### config.mk
export PLATFORM = sky130hd
export DESIGN_NAME = ein_rx
export DESIGN_NICKNAME = d
export VERILOG_FILES = /design/src/rtl/ein_pkg.sv /design/src/rtl/ein_filter.sv /design/src/rtl/ein_rx.sv
export SDC_FILE = /design/constraint.sdc
export NUM_CORES = 1
export LEC_CHECK = 0
export CORE_MARGIN = 5
export CORE_UTILIZATION = 57
export CTS_CLUSTER_SIZE = 8
export DETAILED_ROUTE_END_ITERATION = 8
export GPL_ROUTABILITY_DRIVEN = 0
export PLACE_DENSITY_LB_ADDON = 0.15
export SKIP_CTS_REPAIR_TIMING = 1
export SLEW_MARGIN = 20
export SYNTH_ARGS = -nofsm -noshare
export SYNTH_HDL_FRONTEND = slang
export SYNTH_SLANG_ARGS = --single-unit
export TNS_END_PERCENT = 10
### constraint.sdc
create_clock -name clk -period 2.5 [get_ports clk]
set_input_delay 0.5 -clock clk [delete_from_list [all_inputs] [get_ports clk]]
set_output_delay 0.5 -clock clk [all_outputs]
set_load 0.02 [all_outputs]
### src/rtl/ein_pkg.sv
// Shared constants and state type for the EMO/EDI/ECI receive path.
// Timing defaults are tied to the transmit-side link step period.
package ein_pkg;

    localparam int unsigned EIN_BITS_PER_CHAR  = 8;
    localparam int unsigned EIN_STEP_CYCLES    = 4000;
    localparam int unsigned EIN_FILTER_CYCLES  = 16;
    localparam int unsigned EIN_TIMEOUT_CYCLES = 10 * EIN_STEP_CYCLES;

    typedef enum logic [1:0] {
        IDLE,
        RECV,
        DRAIN
    } ein_state_e;

endpackage

### src/rtl/ein_filter.sv
// Two-flop synchronizer plus debounce for one asynchronous pad wire.
// dout_edge pulses in the same cycle that dout takes its new value.
module ein_filter
    import ein_pkg::*;
#(
    parameter int unsigned FILTER_CYCLES = EIN_FILTER_CYCLES
) (
    input  logic clk,
    input  logic resetn,
    input  logic din,
    output logic dout,
    output logic dout_edge
);

    localparam int unsigned CW = $clog2(FILTER_CYCLES) + 1;

    logic          sync1;
    logic          sync2;
    logic [CW-1:0] cnt;

    always_ff @(posedge clk) begin
        if (!resetn) begin
            sync1     <= 1'b0;
            sync2     <= 1'b0;
            cnt       <= '0;
            dout      <= 1'b0;
            dout_edge <= 1'b0;
        end else begin
            sync1     <= din;
            sync2     <= sync1;
            dout_edge <= 1'b0;
            // Any sample matching the current output restarts the run.
            if (sync2 != dout) begin
                if (cnt == CW'(FILTER_CYCLES - 1)) begin
                    dout      <= sync2;
                    dout_edge <= 1'b1;
                    cnt       <= '0;
                end else begin
                    cnt <= cnt + CW'(1);
                end
            end else begin
                cnt <= '0;
            end
        end
    end

endmodule

### src/rtl/ein_rx.sv
// Receive decoder for the EMO/EDI/ECI link: frames on EMO, samples EDI on
// every ECI toggle and presents MSB-first bytes on the out_frame handshake.
module ein_rx
    import ein_pkg::*;
#(
    parameter int unsigned FILTER_CYCLES  = EIN_FILTER_CYCLES,
    parameter int unsigned TIMEOUT_CYCLES = EIN_TIMEOUT_CYCLES,
    parameter int unsigned TIMEOUT_W      = 16
) (
    input  logic       clk,
    input  logic       resetn,
    input  logic       EMO_PAD,
    input  logic       EDI_PAD,
    input  logic       ECI_PAD,
    output logic [7:0] out_frame_data,
    output logic       out_frame_data_latch,
    output logic       out_frame_valid,
    output logic       err_partial,
    output logic       err_timeout
);

    logic emo_f, edi_f, eci_f;
    logic emo_edge, edi_edge, eci_edge;

    ein_filter #(.FILTER_CYCLES(FILTER_CYCLES)) u_emo_filter (
        .clk       (clk),
        .resetn    (resetn),
        .din       (EMO_PAD),
        .dout      (emo_f),
        .dout_edge (emo_edge)
    );

    ein_filter #(.FILTER_CYCLES(FILTER_CYCLES)) u_edi_filter (
        .clk       (clk),
        .resetn    (resetn),
        .din       (EDI_PAD),
        .dout      (edi_f),
        .dout_edge (edi_edge)
    );

    ein_filter #(.FILTER_CYCLES(FILTER_CYCLES)) u_eci_filter (
        .clk       (clk),
        .resetn    (resetn),
        .din       (ECI_PAD),
        .dout      (eci_f),
        .dout_edge (eci_edge)
    );

    logic emo_rise, emo_fall, any_edge;
    assign emo_rise = emo_edge & emo_f;
    assign emo_fall = emo_edge & ~emo_f;
    assign any_edge = emo_edge | edi_edge | eci_edge;

    ein_state_e           state_q, state_d;
    logic [7:0]           shift_q, shift_d;
    logic [2:0]           bit_cnt_q, bit_cnt_d;
    logic [TIMEOUT_W-1:0] tmo_q, tmo_d;
    logic [7:0]           data_q, data_d;
    logic                 latch_q, latch_d;
    logic                 partial_q, partial_d;
    logic                 timeout_q, timeout_d;

    always_comb begin
        state_d   = state_q;
        shift_d   = shift_q;
        bit_cnt_d = bit_cnt_q;
        tmo_d     = tmo_q;
        data_d    = data_q;
        latch_d   = 1'b0;
        partial_d = 1'b0;
        timeout_d = 1'b0;
        unique case (state_q)
            IDLE: begin
                if (emo_rise) begin
                    shift_d   = '0;
                    bit_cnt_d = '0;
                    tmo_d     = TIMEOUT_W'(TIMEOUT_CYCLES);
                    state_d   = RECV;
                end
            end
            RECV: begin
                // End of frame wins over a coincident ECI edge.
                if (emo_fall) begin
                    partial_d = (bit_cnt_q != 3'd0);
                    shift_d   = '0;
                    bit_cnt_d = '0;
                    state_d   = IDLE;
                end else begin
                    if (eci_edge) begin
                        shift_d   = {shift_q[6:0], edi_f};
                        bit_cnt_d = bit_cnt_q + 3'd1;
                        if (bit_cnt_q == 3'(EIN_BITS_PER_CHAR - 1)) begin
                            data_d  = {shift_q[6:0], edi_f};
                            latch_d = 1'b1;
                        end
                    end
                    if (any_edge) begin
                        tmo_d = TIMEOUT_W'(TIMEOUT_CYCLES);
                    end else if (tmo_q == '0) begin
                        timeout_d = 1'b1;
                        state_d   = DRAIN;
                    end else begin
                        tmo_d = tmo_q - TIMEOUT_W'(1);
                    end
                end
            end
            DRAIN: begin
                if (!emo_f) begin
                    state_d = IDLE;
                end
            end
            default: state_d = IDLE;
        endcase
    end

    always_ff @(posedge clk) begin
        if (!resetn) begin
            state_q   <= IDLE;
            shift_q   <= '0;
            bit_cnt_q <= '0;
            tmo_q     <= '0;
            data_q    <= '0;
            latch_q   <= 1'b0;
            partial_q <= 1'b0;
            timeout_q <= 1'b0;
        end else begin
            state_q   <= state_d;
            shift_q   <= shift_d;
            bit_cnt_q <= bit_cnt_d;
            tmo_q     <= tmo_d;
            data_q    <= data_d;
            latch_q   <= latch_d;
            partial_q <= partial_d;
            timeout_q <= timeout_d;
        end
    end

    assign out_frame_data       = data_q;
    assign out_frame_data_latch = latch_q;
    assign out_frame_valid      = (state_q == RECV);
    assign err_partial          = partial_q;
    assign err_timeout          = timeout_q;

endmodule

Word level (Yosys, flattened, before mapping)
Index checks and enable logic that the tools add are counted.
{"block": "totals", "reg_bits": 66, "mem_bits_ro": 0, "wordCells": 100, "mem_count": 0, "mem_bits_rw": 0, "latchBits": 0, "in_bits": 5, "out_inout_bits": 12}
{"block": "classes", "n_mul": 0, "reduce_logical": 20, "bitwise_logic": 12, "n_addsub": 5, "muxes": 24, "order_cmp": 0, "div": 0, "n_shift": 0, "eq_ne": 16}
{"operator": "$mux W16", "count": 4}
{"operator": "$pmux W16 S2", "count": 1}
{"operator": "$mux W7", "count": 3}
{"operator": "$logic_not A16 Y1", "count": 1}
{"operator": "$sub A16 B1 Y16 const B", "count": 1}
{"operator": "$add A5 B1 Y5 const B", "count": 3}
{"operator": "$eq A5 B4 Y1 const B", "count": 3}
{"operator": "$pmux W7 S2", "count": 1}
{"operator": "$reduce_and A2 Y1", "count": 6}
{"operator": "$reduce_and A4 Y1", "count": 3}
{"operator": "$mux W2", "count": 5}
{"operator": "$mux W3", "count": 3}
{"operator": "$reduce_or A3 Y1", "count": 3}
{"operator": "$not A1 Y1", "count": 8}
{"operator": "$reduce_or A4 Y1", "count": 2}
{"operator": "$ne A2 B2 Y1 const B", "count": 3}
{"operator": "$ne A3 B1 Y1 const B", "count": 2}
{"operator": "$ne A3 B3 Y1 const B", "count": 2}
{"operator": "$pmux W2 S3", "count": 1}
{"operator": "$pmux W3 S2", "count": 1}
{"operator": "$reduce_and A3 Y1", "count": 2}
{"operator": "$mux W1", "count": 5}
{"operator": "$add A3 B1 Y3 const B", "count": 1}
{"operator": "$eq A3 B3 Y1 const B", "count": 1}
{"operator": "8 further kinds", "count": 12}

Depth between registers and ports, before layout
Gate-level depths: netlist of run 1.
{"block": "depth", "ltp_word": 5, "ltp_mapped": 7}

Cells and area by module
A second synthesis of run 1 with hierarchy kept.
{"block": "unflattened", "cells_unflattened": 300, "hier_area_um2": 2730.1}
{"module": "ein_rx", "cells_per_inst": 213, "seq_area_each_um2": 780.7, "area_per_inst_um2": 1780.5, "instances": 1}
{"module": "ein_filter", "cells_per_inst": 29, "seq_area_each_um2": 180.2, "area_per_inst_um2": 316.6, "instances": 3}

Worst setup path after synthesis of run 1
No wires, ideal clock.
{"block": "synth_path", "path_type": "reg-to-reg", "start": "register tmo_q[6]", "end": "register tmo_q[2]", "slack_ns": 0.758, "stages_incl_launch_ff": 7, "path_buffers": 1, "period_less_slack_ns": 1.742, "t_arrival_ns": 1.622, "path_cell_list": "dfxtp_1 -> buf_6 -> nor4_4 -> nand4_4 -> o21ai_4 -> nor3b_1 -> a211o_1"}
{"block": "synth_between", "elab_chain_len": 3}
{"item": "from (decl)", "line_no": "ein_rx.sv:57", "rtl": "logic [TIMEOUT_W-1:0] tmo_q, tmo_d;"}
{"item": "from (signal assigned)", "line_no": "ein_rx.sv:130", "rtl": "tmo_q <= tmo_d;"}
{"item": "$logic_not A16 Y1", "line_no": "ein_rx.sv:99", "rtl": "end else if (tmo_q == '0) begin"}
{"item": "$ne A3 B3 Y1 (no line)"}
{"item": "$reduce_and A4 Y1 (no line)"}
No other way between the ends.
A chain may end at the register's enable or synchronous reset.

Worst setup path after layout of run 1
{"block": "layout_path", "start": "register state_q[0]", "end": "output port out_frame_valid"}
{"block": "layout_between", "elab_chain_len": 1}
{"item": "from (decl)", "line_no": "ein_rx.sv:54", "rtl": "ein_state_e state_q, state_d;"}
{"item": "from (signal assigned)", "line_no": "ein_rx.sv:127", "rtl": "state_q <= state_d;"}
{"item": "$eq A2 B1 Y1", "line_no": "ein_rx.sv:140", "rtl": "assign out_frame_valid = (state_q == RECV);"}
{"item": "to (decl)", "line_no": "ein_rx.sv:17", "rtl": "output logic out_frame_valid,"}
No other way between the ends.

==> key figures, run 1 <==
Outcome
  – Status: finished clean

Synthesis
  – Largest cells by area after synthesis: dfxtp_1 48%, nor2_1 4.9%, ha_1 4.5%, nand3_1 3.5%, a21oi_1 3.1%
  – Synth Area per Inst: 9.202 um^2
  – Post-synthesis register bit count: 66
  – Mapped cell area: 2751 um^2
  – Async SR Flop Fraction: 0%
  – Top_reg_cell synth: dfxtp_1
  – Yosys top cell area share: 48.02%
  – Count of different cell masters after synthesis: 48
  – Sequential area share after synthesis: 48.02%
  – Synth cell count leaders: 66 x dfxtp_1, 36 x nor2_1, 20 x nand2_1
  – Syn Inst Count: 299
  – Net Count, Synth: 314
  – Post-synth EDFFs: 0
  – Yosys Warn Count: 0
  – Most common cell in the synthesized netlist: dfxtp_1
  – Biggest area consumer among synthesized cells: dfxtp_1

Timing
  – Final worst slack: 0.3365 ns
  – Final setup skew: 0.006674 ns
  – Fin. Hold Viols: 0
  – Period Utilization, post-route: 86.54%
  – Final setup viols: 0
  – Slew HR: 59.43%
  – Total negative slack: 0 ns
  – Hold_ws: 0.4310 ns
  – Max-slew violation count: 0
  – RSZ-0062 raised after global routing: false
  – Slew @ Worst Pin: 0.6029 ns
  – Fmax: 462.2 MHz
  – Tmin final: 2.163 ns

Place
  – Pre-CTS worst setup slack: 0.4520 ns
  – Final HPWL DP: 3549 um
  – I/O Buffers: 16
  – Placed insts: 361

CTS
  – CTS root buf: clkbuf_8
  – Clk pin slew, worst setup/hold paths: 0.07 ns
  – Clk_lat worst skew: 0.34 ns
  – Clock Path Buffers: 2
  – H-tree depth: 3
  – CTS tree: done
  – Num CTS Buffers: 9
  – Clk sinks: 66

Setup path
  – Critical path arrival: 1.66 ns
  – CP max stage delay: 0.61 ns
  – Crit path max-delay cell type: clkdlybuf4s50_1
  – CP cell instances: nor2b_1, buf_4, clkdlybuf4s50_1
  – R2R setup slack: 0.42 ns
  – Startpoint Class: flop
  – Critical path capture point type: primary output
  – Worst-path maximum fanout: 7
  – Crit path kind: reg2out
  – Required @ worst endpoint: 2.00 ns

Floorplanning
  – FP Rows: 25
  – Die area: 6316 um^2
  – I/O Pins: 17
  – Die X: 79.48 um
  – Die height: 79.48 um
  – Core Footprint: 4692 um^2
  – Initial core utilization: 58.64%

GRT
  – GRT Overall Usage: 18.58%
  – Global-route wire length before repair: 9135 um
  – GRT overflow: 0
  – Initial antenna violation count: 0
  – Largest net degree at the start of global routing: 21
  – Vias in the first global route: 2053

Job
  – Max Cap Violations: 0

Pwr
  – Final Power: 1975 uW
  – PD cells: 626.5 nW/um^2
  – P_leak: 0.001241 uW
  – Worst vdd ir: 0.3803 mV

Detailed routing
  – ANT nets after route: 0
  – Drt first pass iters: 6
  – Vias post-DR: 2159
  – Per-cell routed wire length: 13.64 um
  – Drt via density: 5.727
  – Starting DRT DRC Count: 156
  – DRC: 0
  – Final WL: 5143 um

Final layout
  – Fill cell count: 401
  – P&R area growth vs syn: 14.55%
  – Nets: 333
  – Diode count: 0
  – Non-filler cells, final: 377
  – Fraction of layout instances using a drive strength above 1: 8.978%

Worst hold path
  – HP Class: reg2reg
## cells in the final DEF, fill, tap and decap left out, types with 10 or more instances in the layout
master / n
dfxtp_1: 66
nor2_1: 36
nand2_1: 20
nand3_1: 19
inv_1: 17
a21oi_1: 17
clkdlybuf4s50_1: 16
and3_1: 10
ha_1: 10
clkbuf_8: 10
## cell type report
class,count,area [um^2],area share (%)
Timing Repair Buffer,22,205.2,6.511
Tap cell,54,67.56,2.144
Clock buffer,11,141.4,4.486
Sequential cell,66,1321,41.92
Multi-Input combinational cell,202,1299,41.21
Clock inverter,5,53.80,1.707
Inverter,17,63.81,2.025
## per-layer routing
layer / vias up / global-route usage [%] / wire, um / part of all wire [%]
li1: 1087 / - / - / -
met1: 1018 / 23.24 / 2478 / 48
met2: 42 / 29.30 / 2354 / 46
met3: 12 / 3.499 / 190 / 3.7
met4: 0 / 11.68 / 120 / 2.3
met5: - / 0 / 0 / 0
## critical path: cells and delay by family, from the launching register on
family,cells,cell delay [ns]
AND/OR/NAND/NOR,1,0.16
buffers and inverters,2,0.77
flip-flops,1,0.41
## registers in the layout, summed over array words and instances (netlist names), 2 cells and up
register and count:
tmo_q 16, out_frame_data 8, shift_q 7, u_eci_filter.cnt 5
u_edi_filter.cnt 5, u_emo_filter.cnt 5, bit_cnt_q 3, state_q 2
## metrics by stage
stage	util [%]	instance area [um^2]
after detailed placement	63.01	2957
after CTS	67.17	3152
after floorplan	-	2751
final	67.17	3152
after global placement	63.01	2957
after global routing	67.17	3152
## power breakdown
part / switching (uW) / internal, uW
Combinational: 20.9 / 14.4
Sequential: 2.64 / 1060
Clock: 396 / 484
Total: 419 / 1560
## cell families (layout without fill, tap and decap cells)
kind of cell    Yosys count  in the layout  share of synthesized area (%)
mux                       6              6                          2.183
buf+inv                  31             55                          4.775
flops                    66             66                          48.02
compound gates           54             54                          13.87
simple gates            123            123                          23.74
fa+ha+maj                10             10                          4.548
xor+xnor                  9              9                          2.865
## final timing paths
path | from | endpoint | cells past startpoint
worst max-delay path | state_q[0] | out_frame_valid | 3
worst min-delay path | u_edi_filter.sync1 | u_edi_filter.sync2 | 1
worst max register to register | tmo_q[2] | tmo_q[12] | 5
worst min register to register | u_edi_filter.sync1 | u_edi_filter.sync2 | 1
No activity file was read; power rests on OpenSTA's default activity.
==> run 2: changes to the inputs <==
- CELL_PAD_IN_SITES_DETAIL_PLACEMENT: default -> 0
- CELL_PAD_IN_SITES_GLOBAL_PLACEMENT: default -> 2
- CORE_UTILIZATION: 57 -> 37
==> key figures, run 2 (same netlist as run 1, synthesis figures left out) <==
Worst hold path
  – HP Class: reg2reg
  – Hold Crit Depth: 1

Setup path
  – CP cell instances: nor2b_1, clkdlybuf4s50_1
  – Critical path buffers and inverters: 1
  – Reg-to-reg startpoint: tmo_q[2]
  – Startpoint Class: flop
  – Critical path capture point type: primary output
  – Crit path max-delay cell type: clkdlybuf4s50_1
  – Worst-path maximum fanout: 6
  – Critical path arrival: 1.60 ns
  – Critical path endpoint: out_frame_valid
  – R2R setup slack: 0.47 ns
  – Required @ worst endpoint: 2.00 ns
  – Crit path from: state_q[0]
  – Crit path kind: reg2out
  – CP top delay family: buffers and inverters
  – R2R cell count: 6
  – Critical Path Stages: 2
  – Reg-to-reg endpoint: tmo_q[6]
  – CP max stage delay: 0.64 ns

Timing
  – Period Utilization, post-route: 84.16%
  – Fmax: 475.3 MHz
  – RSZ-0062 raised after global routing: false
  – Fin. Hold Viols: 0
  – Hold_ws: 0.4426 ns
  – Slew @ Worst Pin: 0.6024 ns
  – Max-slew violation count: 0
  – Total negative slack: 0 ns
  – Final setup viols: 0
  – Slew HR: 59.47%
  – Final setup skew: 0.004132 ns
  – Tmin final: 2.104 ns

Pwr
  – P_leak: 0.001245 uW
  – Pint: 1585 uW
  – PD cells: 620.8 nW/um^2
  – Combinational share of power: 1.8%
  – Sequential power share: 52.8%
  – Net Sw Frac: 21.04%
  – Clock power frac: 45.4%
  – Worst vdd ir: 0.3244 mV
  – Psw: 422.3 uW

Floorplanning
  – I/O Pins: 17
  – Die height: 96.24 um
  – Die area: 9261 um^2
  – Initial core utilization: 37.93%
  – FP Rows: 31
  – Die X: 96.24 um
  – Core Footprint: 7253 um^2

Final layout
  – Non-filler cells, final: 424
  – Register with the most flip-flops: tmo_q
  – Commonest non-fill, non-tap cell in the layout: dfxtp_1
  – Diode count: 0
  – P&R area growth vs syn: 17.51%
  – Nets: 335
  – Max reg flops: 16
  – Fraction of layout instances using a drive strength above 1: 9.538%
  – Commonest non-fill, non-tap cells in the layout: 66 x dfxtp_1, 36 x nor2_1, 20 x nand2_1, 19 x nand3_1

Place
  – Final HPWL DP: 3839 um
  – Placed insts: 408
  – I/O Buffers: 16

CTS
  – Clk_lat worst skew: 0.33 ns
  – CTS tree: done
  – CTS root buf: clkbuf_8
  – Num CTS Buffers: 9
  – Clk pin slew, worst setup/hold paths: 0.07 ns
  – Clock Path Buffers: 2
  – H-tree depth: 3
  – Clk sinks: 66

Detailed routing
  – Final WL: 5560 um
  – Drt first pass iters: 4
  – ANT nets after route: 0
  – Starting DRT DRC Count: 81
  – Drt via density: 4.863
  – Vias post-DR: 2062
  – Per-cell routed wire length: 13.11 um
  – DRC: 0

GRT
  – Global-route wire length before repair: 9397 um
  – GRT Overall Usage: 13.31%
  – Initial antenna violation count: 0
  – Largest net degree at the start of global routing: 22
  – Vias in the first global route: 1975
  – GRT overflow: 0

Job
  – Max Cap Violations: 0

Outcome
  – Status: finished clean
run 2: layer usage:
layer | GRT usage [%] | vias up | part of all wire [%]
met5 | 0 | - | 0
met4 | 6.398 | 0 | 2.1
met3 | 3.284 | 10 | 2.2
met2 | 20.76 | 16 | 46
met1 | 17.10 | 949 | 50
li1 | - | 1087 | -
run 2: worst min-delay path by stage:
stage                       startpoint                 end  slack, ns
finish              u_edi_filter.sync1  u_edi_filter.sync2       0.44
global route        u_emo_filter.sync1  u_emo_filter.sync2       0.46
CTS                 u_edi_filter.sync1  u_edi_filter.sync2       0.44
detailed placement  u_emo_filter.sync1  u_emo_filter.sync2       0.42
global placement    u_emo_filter.sync1  u_emo_filter.sync2       0.43
floorplan           u_eci_filter.sync1  u_eci_filter.sync2       0.41
run 2: layout make-up:
cell class / instances / area (um^2)
fill: 734 / 4020
sequential: 66 / 1321
multi-input combinational: 202 / 1299
timing repair buffer: 24 / 220.2
clock buffer: 12 / 155.1
tap: 99 / 123.9
inverter: 17 / 63.81
clock inverter: 4 / 50.05
run 2: worst reg2reg max path: stages (launching register included):
cell and delay (ns):
dfxtp_1 0.38, nor4_2 0.52, nand4_4 0.26, o21ai_2 0.32, buf_4 0.22, o21bai_1 0.08
and3_1 0.15
run 2: power groups by stage:
stage | Sequential [uW] | Combinational [uW] | Clock (uW)
floorplan | 1080 | 20.0 | 0
global placement | 1080 | 35.8 | 0
detailed placement | 1080 | 36.0 | 0
CTS | 1060 | 36.2 | 943
global route | 1060 | 39.2 | 998
finish | 1060 | 35.3 | 912
run 2: stage by stage:
step | utilization [%] | worst slack, ns | power, uW | cell area [um^2]
after global routing | 44.57 | 0.2970 | 2097 | 3233
after detailed placement | 41.75 | 0.4240 | 1120 | 3028
after floorplan | - | 0.7580 | 1103 | 2751
after CTS | 44.57 | 0.3466 | 2039 | 3233
final | 44.57 | 0.3960 | 2007 | 3233
after global placement | 41.75 | 0.4354 | 1120 | 3028
==> run 3: changes to the inputs <==
- CORE_UTILIZATION: 37 -> 33
- clock period: 2.5 -> 1.8 ns (I/O delays scaled with it)
==> key figures, run 3 (same netlist as run 1, synthesis figures left out) <==
CTS
  – CTS tree: done
  – Clk_lat worst skew: 0.34 ns
  – CTS root buf: clkbuf_8
  – Clk pin slew, worst setup/hold paths: 0.07 ns
  – H-tree depth: 3
  – Clk sinks: 66
  – Num CTS Buffers: 9
  – Clock Path Buffers: 2

Pwr
  – PD cells: 778.2 nW/um^2
  – P_leak: 0.001367 uW
  – Worst vdd ir: 0.4383 mV
  – Final Power: 2635 uW

GRT
  – Global-route wire length before repair: 10250 um
  – Vias in the first global route: 2162
  – GRT Overall Usage: 12.58%
  – Initial antenna violation count: 0
  – Largest net degree at the start of global routing: 14
  – GRT overflow: 0

Timing
  – Total negative slack: 0 ns
  – Period Utilization, post-route: 93.33%
  – Fin. Hold Viols: 0
  – RSZ-0062 raised after global routing: true
  – Slew HR: 70.11%
  – Fmax: 595.3 MHz
  – Final setup viols: 0
  – Tmin final: 1.680 ns
  – Final setup skew: 0.009109 ns
  – Slew @ Worst Pin: 0.4484 ns
  – Max-slew violation count: 0

Place
  – Placed cell area: 3198 um^2
  – Final HPWL DP: 4092 um
  – Placed insts: 434
  – I/O Buffers: 16

Setup path
  – Crit path max-delay cell type: dfxtp_1
  – Crit path kind: reg2reg
  – Required @ worst endpoint: 2.02 ns
  – Critical path arrival: 1.90 ns
  – Critical path buffers and inverters: 1
  – CP cell instances: nor4_2, buf_4, nand4_4, o21ai_4, nor3_1, a211o_1
  – R2R cell count: 6
  – CP top delay family: compound AO/OA/AOI/OAI gates
  – R2R setup slack: 0.12 ns
  – Critical path capture point type: flop
  – Startpoint Class: flop
  – CP max stage delay: 0.34 ns
  – Reg-to-reg startpoint: tmo_q[13]
  – Worst-path maximum fanout: 7
  – Reg-to-reg endpoint: tmo_q[13]

Final layout
  – Finished Core Util: 41.41%
  – Commonest non-fill, non-tap cell in the layout: dfxtp_1
  – Nets: 355
  – Commonest non-fill, non-tap cells in the layout: 66 x dfxtp_1, 36 x nor2_1, 27 x buf_4, 20 x nand2_1, 19 x nand3_1
  – Diode count: 0
  – Register with the most flip-flops: tmo_q
  – P&R area growth vs syn: 23.06%
  – Max reg flops: 16
  – Fraction of layout instances using a drive strength above 1: 14.83%
  – Non-filler cells, final: 449
  – Design area: 3386 um^2

Detailed routing
  – Per-cell routed wire length: 12.86 um
  – Drt via density: 4.846
  – ANT nets after route: 0
  – Vias post-DR: 2176
  – Final WL: 5774 um
  – Starting DRT DRC Count: 114
  – Drt first pass iters: 4
  – DRC: 0

Floorplanning
  – Core Footprint: 8175 um^2
  – FP Rows: 33
  – Die X: 101.3 um
  – Initial core utilization: 33.65%
  – Die area: 10260 um^2
  – Die height: 101.3 um
  – I/O Pins: 17

Outcome
  – Status: finished clean

Job
  – Max Cap Violations: 0

Worst hold path
  – HP Start: u_eci_filter.sync1
  – HP Class: reg2reg
  – Hold Path End: u_eci_filter.sync2
  – Hold Crit Depth: 1
## run 3: cell types whose count changed in the layout (fill, tap and decap cells not counted)
cell,before,now
buf_4,8,27
nor4_2,1,2
clkdlybuf4s50_1,16,15
o41ai_1,3,2
dlymetal6s2s_1,0,1
buf_12,0,1
clkbuf_1,1,2
clkinvlp_4,2,1
o41ai_2,0,1
nor4_1,6,5
bufinv_16,1,0
## run 3: worst register-to-register path: cells and delay by family, from the launching register on
kind                   cells  cell delay [ns]
AO/OA/AOI/OAI              2             0.55
buffers and inverters      1             0.17
flip-flops                 1             0.34
AND/OR/NAND/NOR            3             0.52
## run 3: metal layers
| layer | track usage (%) | wire (um) |
|---|---|---|
| met4 | 4.294 | 76 |
| met5 | 0 | 0 |
| met2 | 18.81 | 2496 |
| met1 | 17.05 | 2964 |
| met3 | 4.132 | 237 |
## run 3: through the flow
| stage | worst slack (ns) | hold slack, ns |
|---|---|---|
| after floorplan | 0.05797 | 0.4119 |
| after global placement | 0.04148 | 0.4145 |
| after detailed placement | 0.02690 | 0.4203 |
| after CTS | -0.1646 | 0.4378 |
| after global routing | -0.007989 | 0.4504 |
| final | 0.1201 | 0.4328 |
## run 3: how the worst max path moves through the flow
stage	slack, ns	end	from	depth (start not counted)
2_1_floorplan	0.06	tmo_q[2]	tmo_q[6]	6
3_3_place_gp	0.04	tmo_q[7]	resetn	5
3_5_place_dp	0.03	tmo_q[7]	resetn	5
4_1_cts	-0.16	out_frame_valid	state_q[0]	2
5_1_grt	-0.008	tmo_q[13]	tmo_q[13]	6
6_report	0.12	tmo_q[13]	tmo_q[13]	6
## run 3: cell type report
type | instances | area (um^2)
clock buffer | 13 | 158.9
fill | 865 | 4790
multi-input combinational | 202 | 1313
clock inverter | 2 | 12.51
timing repair buffer | 44 | 385.4
tap | 105 | 131.4
sequential | 66 | 1321
inverter | 17 | 63.81
## run 3: report_power, final
part           switching [uW]  total (uW)  internal, uW
registers                3.72        1470          1470
logic                    31.3        55.5          24.2
clock network             541        1110           567
